File: src/rtl/sqrt_pkg.sv
// -----------------------------------------------------------------------------
// sqrt_pkg
// Shared definitions for the iterative square-root block:
//   - sqrt_state_e : handshake/compute FSM states (IDLE, CALC, DONE)
//   - cnt_width()  : width of the step counter for a given root width
// -----------------------------------------------------------------------------
package sqrt_pkg;

  typedef enum logic [1:0] {
    IDLE = 2'd0,
    CALC = 2'd1,
    DONE = 2'd2
  } sqrt_state_e;

  // Step counter must hold 0 .. r_w-1; keep at least one bit.
  function automatic int cnt_width(input int r_w);
    if (r_w > 32'sd1) begin
      return $clog2(r_w);
    end else begin
      return 32'sd1;
    end
  endfunction

endpackage

File: src/rtl/sqrt_step.sv
// -----------------------------------------------------------------------------
// sqrt_step
// One restoring digit of the square root: brings down two radicand bits,
// trial-subtracts {q, 01} and decides the next root bit. Purely combinational.
// Ports:
//   r      : current partial remainder (R_W+1 bits)
//   q      : current partial root (R_W bits)
//   bits   : next two radicand bits, MSB first
//   r_next : remainder after this digit
//   q_next : root after this digit (new bit shifted in at the LSB)
// -----------------------------------------------------------------------------
module sqrt_step #(
  parameter int R_W = 8
) (
  input  logic [R_W:0]   r,
  input  logic [R_W-1:0] q,
  input  logic [1:0]     bits,
  output logic [R_W:0]   r_next,
  output logic [R_W-1:0] q_next
);

  logic [R_W+2:0] cand;
  logic [R_W+2:0] trial;
  logic [R_W:0]   diff;

  // Trial subtraction; the comparison on the full-width operands gives the
  // sign of the difference, and only the low R_W+1 bits of a non-negative
  // difference can be non-zero, so the subtraction itself is kept narrow.
  always_comb begin
    cand  = {r, bits};
    trial = {1'b0, q, 2'b01};
    diff  = cand[R_W:0] - trial[R_W:0];
    if (cand >= trial) begin
      r_next = diff;
      q_next = {q[R_W-2:0], 1'b1};
    end else begin
      r_next = cand[R_W:0];
      q_next = {q[R_W-2:0], 1'b0};
    end
  end

endmodule

File: src/rtl/sqrt_iter_hs.sv
// -----------------------------------------------------------------------------
// sqrt_iter_hs
// Iterative integer square root with valid/ready handshakes. Returns
// floor(sqrt(dt_i)) and dt_i - root^2, one root bit per enabled cycle,
// fixed latency of R_W compute cycles regardless of the radicand.
// Ports:
//   clk_i        : clock, rising edge
//   rstn_i       : synchronous active-low reset
//   enb_i        : global enable, low stalls acceptance and computation
//   in_valid_i   : radicand valid        in_ready_o  : block can accept
//   dt_i         : radicand (DATA_W)
//   out_valid_o  : result valid          out_ready_i : consumer accepts
//   root_o       : root (R_W)            rem_o       : remainder (R_W+1)
//   busy_o       : FSM not idle
// -----------------------------------------------------------------------------
module sqrt_iter_hs
  import sqrt_pkg::*;
#(
  parameter int DATA_W = 16
) (
  input  logic                  clk_i,
  input  logic                  rstn_i,
  input  logic                  enb_i,
  input  logic                  in_valid_i,
  output logic                  in_ready_o,
  input  logic [DATA_W-1:0]     dt_i,
  output logic                  out_valid_o,
  input  logic                  out_ready_i,
  output logic [DATA_W/2-1:0]   root_o,
  output logic [DATA_W/2:0]     rem_o,
  output logic                  busy_o
);

  localparam int R_W   = DATA_W / 2;
  localparam int CNT_W = cnt_width(R_W);

  if (((DATA_W % 2) != 0) || (DATA_W < 4)) begin : g_bad_width
    $error("sqrt_iter_hs: DATA_W must be even and at least 4");
  end

  sqrt_state_e       state;
  sqrt_state_e       state_next;
  logic [DATA_W-1:0] rad;
  logic [R_W-1:0]    q;
  logic [R_W:0]      r;
  logic [CNT_W-1:0]  cnt;
  logic [R_W-1:0]    q_step;
  logic [R_W:0]      r_step;
  logic              load;
  logic              step;
  logic              finish;

  sqrt_step #(.R_W(R_W)) u_step (
    .r      (r),
    .q      (q),
    .bits   (rad[DATA_W-1:DATA_W-2]),
    .r_next (r_step),
    .q_next (q_step)
  );

  // Next-state and datapath control decode.
  always_comb begin
    state_next = state;
    load       = 1'b0;
    step       = 1'b0;
    finish     = 1'b0;
    case (state)
      IDLE: begin
        if (in_valid_i && enb_i) begin
          load       = 1'b1;
          state_next = CALC;
        end else begin
          state_next = IDLE;
        end
      end
      CALC: begin
        if (enb_i) begin
          step = 1'b1;
          if (cnt == CNT_W'(R_W - 1)) begin
            finish     = 1'b1;
            state_next = DONE;
          end else begin
            state_next = CALC;
          end
        end else begin
          state_next = CALC;
        end
      end
      DONE: begin
        // Output transfer deliberately ignores enb_i.
        if (out_ready_i) begin
          state_next = IDLE;
        end else begin
          state_next = DONE;
        end
      end
      default: begin
        state_next = IDLE;
      end
    endcase
  end

  // State register, working registers and registered results.
  always_ff @(posedge clk_i) begin
    if (!rstn_i) begin
      state  <= IDLE;
      rad    <= '0;
      q      <= '0;
      r      <= '0;
      cnt    <= '0;
      root_o <= '0;
      rem_o  <= '0;
    end else begin
      state <= state_next;
      if (load) begin
        rad <= dt_i;
        q   <= '0;
        r   <= '0;
        cnt <= '0;
      end else if (step) begin
        rad <= {rad[DATA_W-3:0], 2'b00};
        q   <= q_step;
        r   <= r_step;
        cnt <= cnt + CNT_W'(1);
      end
      if (finish) begin
        root_o <= q_step;
        rem_o  <= r_step;
      end
    end
  end

  // rstn_i gates in_ready_o so nothing looks acceptable during reset.
  assign in_ready_o  = rstn_i & enb_i & (state == IDLE);
  assign out_valid_o = (state == DONE);
  assign busy_o      = (state != IDLE);

endmodule

File: config.mk
export PLATFORM = sky130hd
export DESIGN_NAME = sqrt_iter_hs
export DESIGN_NICKNAME = d
export VERILOG_FILES = /design/src/rtl/sqrt_pkg.sv /design/src/rtl/sqrt_step.sv /design/src/rtl/sqrt_iter_hs.sv
export SDC_FILE = /design/constraint.sdc
export NUM_CORES = 1
export LEC_CHECK = 0
export ABC_CLOCK_PERIOD_IN_PS = 4150
export CAP_MARGIN = 15
export CORE_ASPECT_RATIO = 1.75
export CORE_MARGIN = 3
export CORE_UTILIZATION = 35
export CTS_CLUSTER_DIAMETER = 200
export DETAILED_ROUTE_END_ITERATION = 10
export DONT_BUFFER_PORTS = 1
export GPL_TIMING_DRIVEN = 0
export REMOVE_ABC_BUFFERS = 1
export SLEW_MARGIN = 10
export SYNTH_ARGS = -nofsm -noshare
export SYNTH_HDL_FRONTEND = slang
export SYNTH_HIERARCHICAL = 1
export SYNTH_SLANG_ARGS = --single-unit
File: constraint.sdc
create_clock -name clk_i -period 4.15 [get_ports clk_i]
set_clock_uncertainty 0.2 [all_clocks]
set_input_delay 0.6225 -clock clk_i [delete_from_list [all_inputs] [get_ports clk_i]]
set_output_delay 0.6225 -clock clk_i [all_outputs]
set_load 0.005 [all_outputs]
==> impl_results.md <==
- Nets: 347
- Post-synthesis mux area share: 0.0302
- CP cell instances: inv_1, ha_1, a21o_1, a211o_1, a31o_1, a31oi_4, mux2_2, nand2_1, a21oi_1
- Maximum vdd drop: 0.293 mV
- GP Congestion: 0.777
- Leak: 1.20 nW
- Setup crit end kind: register
- Crit Path Max Fanout: 9
- CP top delay family: compound AO/OA/AOI/OAI gates
- Per-cell routed wire length: 15.0 um
- CTS Buf Count: 5
- Number of gates resized after CTS: 0
- Final core utilization: 0.371
- CP max stage delay: 420 ps
- CTS sink count: 55
- Worst Path Arrival: 2790 ps
- Largest family of logic cells by synthesized area: simple AND/OR/NAND/NOR gates
- Commonest cells after routing, fill and taps aside: nand2_1, dfxtp_1, nand3_1
- Max Clk Rate: 0.355 GHz
- CTS tree: yes
- Synth Area in Compound Gates: 0.202
- Die width: 74.8 um
- WP buf/inv: 1
- Clock Pin Slew Worst Setup and Hold Paths: 70 ps
- WL final: 6100 um
- Internal: 0.907 mW
- Synthesized area: 2900 um^2
- Final Max Slew Viols: 0
- Period utilization: 0.679
- Critical Path Source Type: register
- CP Data Required Time: 4120 ps
- Global route overflow: 0
- Setup TNS: 0 ps
- Netlist cell types: 46
- FFs w/ async S/R, synth: 0
- Synth top area share: 0.379
- GRT Util Overall: 0.138
- Commonest non-fill, non-tap cell in the layout: nand2_1
- First DRT Iteration DRCs: 50
- Setup Buffers After CTS: 0
- EDFF count, synth: 0
- Run status: complete, no violations
- Vias per cell: 5.50
- Hold Buf Count CTS: 0
- PD cells: 412 nW/um^2
- Clock power share: 0.364
- Vias in the first global route: 2188
- Filler Cell Count: 820
- Unrepaired setup endpoints after global routing: no
- Sequential power share: 0.458
- Reported max-cap violation count: 0
- Clk_lat worst skew: 290 ps
- Drt first pass iters: 4
- Synth-to-layout area growth: 2.37%
- DP Wirelength: 4370 um
- Synth Area in Adders: 0.0517
- Die H: 126 um
- Dominant synthesized flop cell: dfxtp_1
- CTS Root Cell: clkbuf_16
- Detail Route Antenna Nets: 0
- Pin count of the biggest net entering global routing: 55
- Die area: 9460 um^2
- XOR/XNOR share of the synthesized area: 0.0211
- Cell Rows: 43
- FF+latch count, synth: 55
- Syn Inst Count: 336
- Share of cells above drive strength 1: 0.0952
- Max_slew headroom: 0.440
- Synth area leaders: dfxtp_1, nand2_1, nand3_1
- Hold Vio Cnt, Final: 0
- Core ar.: 8020 um^2
- Crit path time final: 2820 ps
- YS warnings: 6
- Post-synthesis simple-gate area fraction: 0.212
- Initial Util: 0.362
- Psw: 0.316 mW
- Slowest CP cell: mux2_2
- # DRC: 0
- Mean Syn Cell Area: 8.64 um^2
- Sw Ratio: 0.259
- Logic pwr share: 0.178
- Slew @ Worst Pin: 839 ps
- Finish-stage setup viols: 0
- Worst hold path class: in2reg
- Cell taking the most area after synthesis: dfxtp_1
- Setup Crit Path Kind: reg2reg
- I/O pin cnt: 41
- Initial antenna violation count: 0
- First-pass GRT wire length: 10400 um
- Via count: 2229
- Maximum buffer depth of the clock tree: 2
- Port bufs: 0
- H-tree levels: 2
- # diodes: 0
- Sequential-to-total area share from yosys stat: 0.379
==> power groups by stage <==
stage	clock network, mW	logic (mW)	registers, mW
2_1_floorplan	0	0.176	0.568
3_3_place_gp	0	0.215	0.571
3_5_place_dp	0	0.217	0.572
4_1_cts	0.461	0.219	0.559
5_1_grt	0.478	0.238	0.562
6_report	0.446	0.218	0.560
==> layer usage <==
metal / part of all wire / vias up / GRT usage
li1: - / 1117 / -
met1: 0.39 / 1051 / 0.153
met2: 0.54 / 54 / 0.247
met3: 0.042 / 7 / 0.0270
met4: 0.021 / 0 / 0.0597
met5: 0 / - / 0
==> cells in the mapped netlist (6+ instances only) <==
master,count
nor2_1,8
o221a_1,9
buf_2,7
mux2_2,6
buf_6,7
ha_1,12
a2bb2oi_1,14
nand2_1,62
inv_1,26
a21oi_1,25
nand3_1,36
buf_4,9
dfxtp_1,55
xnor2_1,6
==> through the flow <==
stage	setup WS, ps	power, mW	hold WS [ps]	std cells	instance area, um^2
finish	1330	1.22	253	405	2970
detailed placement	1350	0.789	252	397	2810
floorplan	1620	0.744	236	307	2700
global placement	1360	0.786	247	397	2810
CTS	1310	1.24	247	405	2970
global route	1190	1.28	246	405	2970
==> kinds of logic (layout without fill, tap and decap cells) <==
kind of cell | after synthesis | in the layout
AO/OA/AOI/OAI | 75 | 75
XOR/XNOR | 7 | 7
adder cells (fa/ha/maj) | 12 | 12
buffers and inverters | 55 | 34
flip-flops | 55 | 55
multiplexers | 8 | 8
AND/OR/NAND/NOR | 124 | 124
==> area by class of cell <==
cell class              count  area [um^2]  area share
flip-flops and latches     55         1100       0.371
clock inverters             1         7.51     0.00253
inverters                  26         97.6      0.0329
multi-input cells         226         1500       0.505
clock buffers               7          153      0.0514
well taps                  90          113      0.0379
==> state kept, by name, summed over array words and instances (netlist names) <==
name    cells
r           9
q           8
cnt         3
rem_o       9
rad        16
state       2
root_o      8
==> path summary, 6_finish.rpt <==
path	start	to	slack (ps)	cells past startpoint
setup / recovery	q[6]	r[6]	1330	9
hold / removal	rstn_i	state[1]	250	1
setup reg to reg	q[6]	r[6]	1330	9
hold reg to reg	q[7]	q[7]	260	2
==> worst register-to-register path, delay by kind of cell (launching register included) <==
| kind | cells | cell delay, ps |
|---|---|---|
| AO/OA/AOI/OAI | 5 | 1210 |
| adder cells (fa/ha/maj) | 1 | 360 |
| buffers and inverters | 1 | 60 |
| flip-flops | 1 | 380 |
| multiplexers | 1 | 420 |
| AND/OR/NAND/NOR | 1 | 70 |
Note: power is estimated with default switching activity, not from simulation.
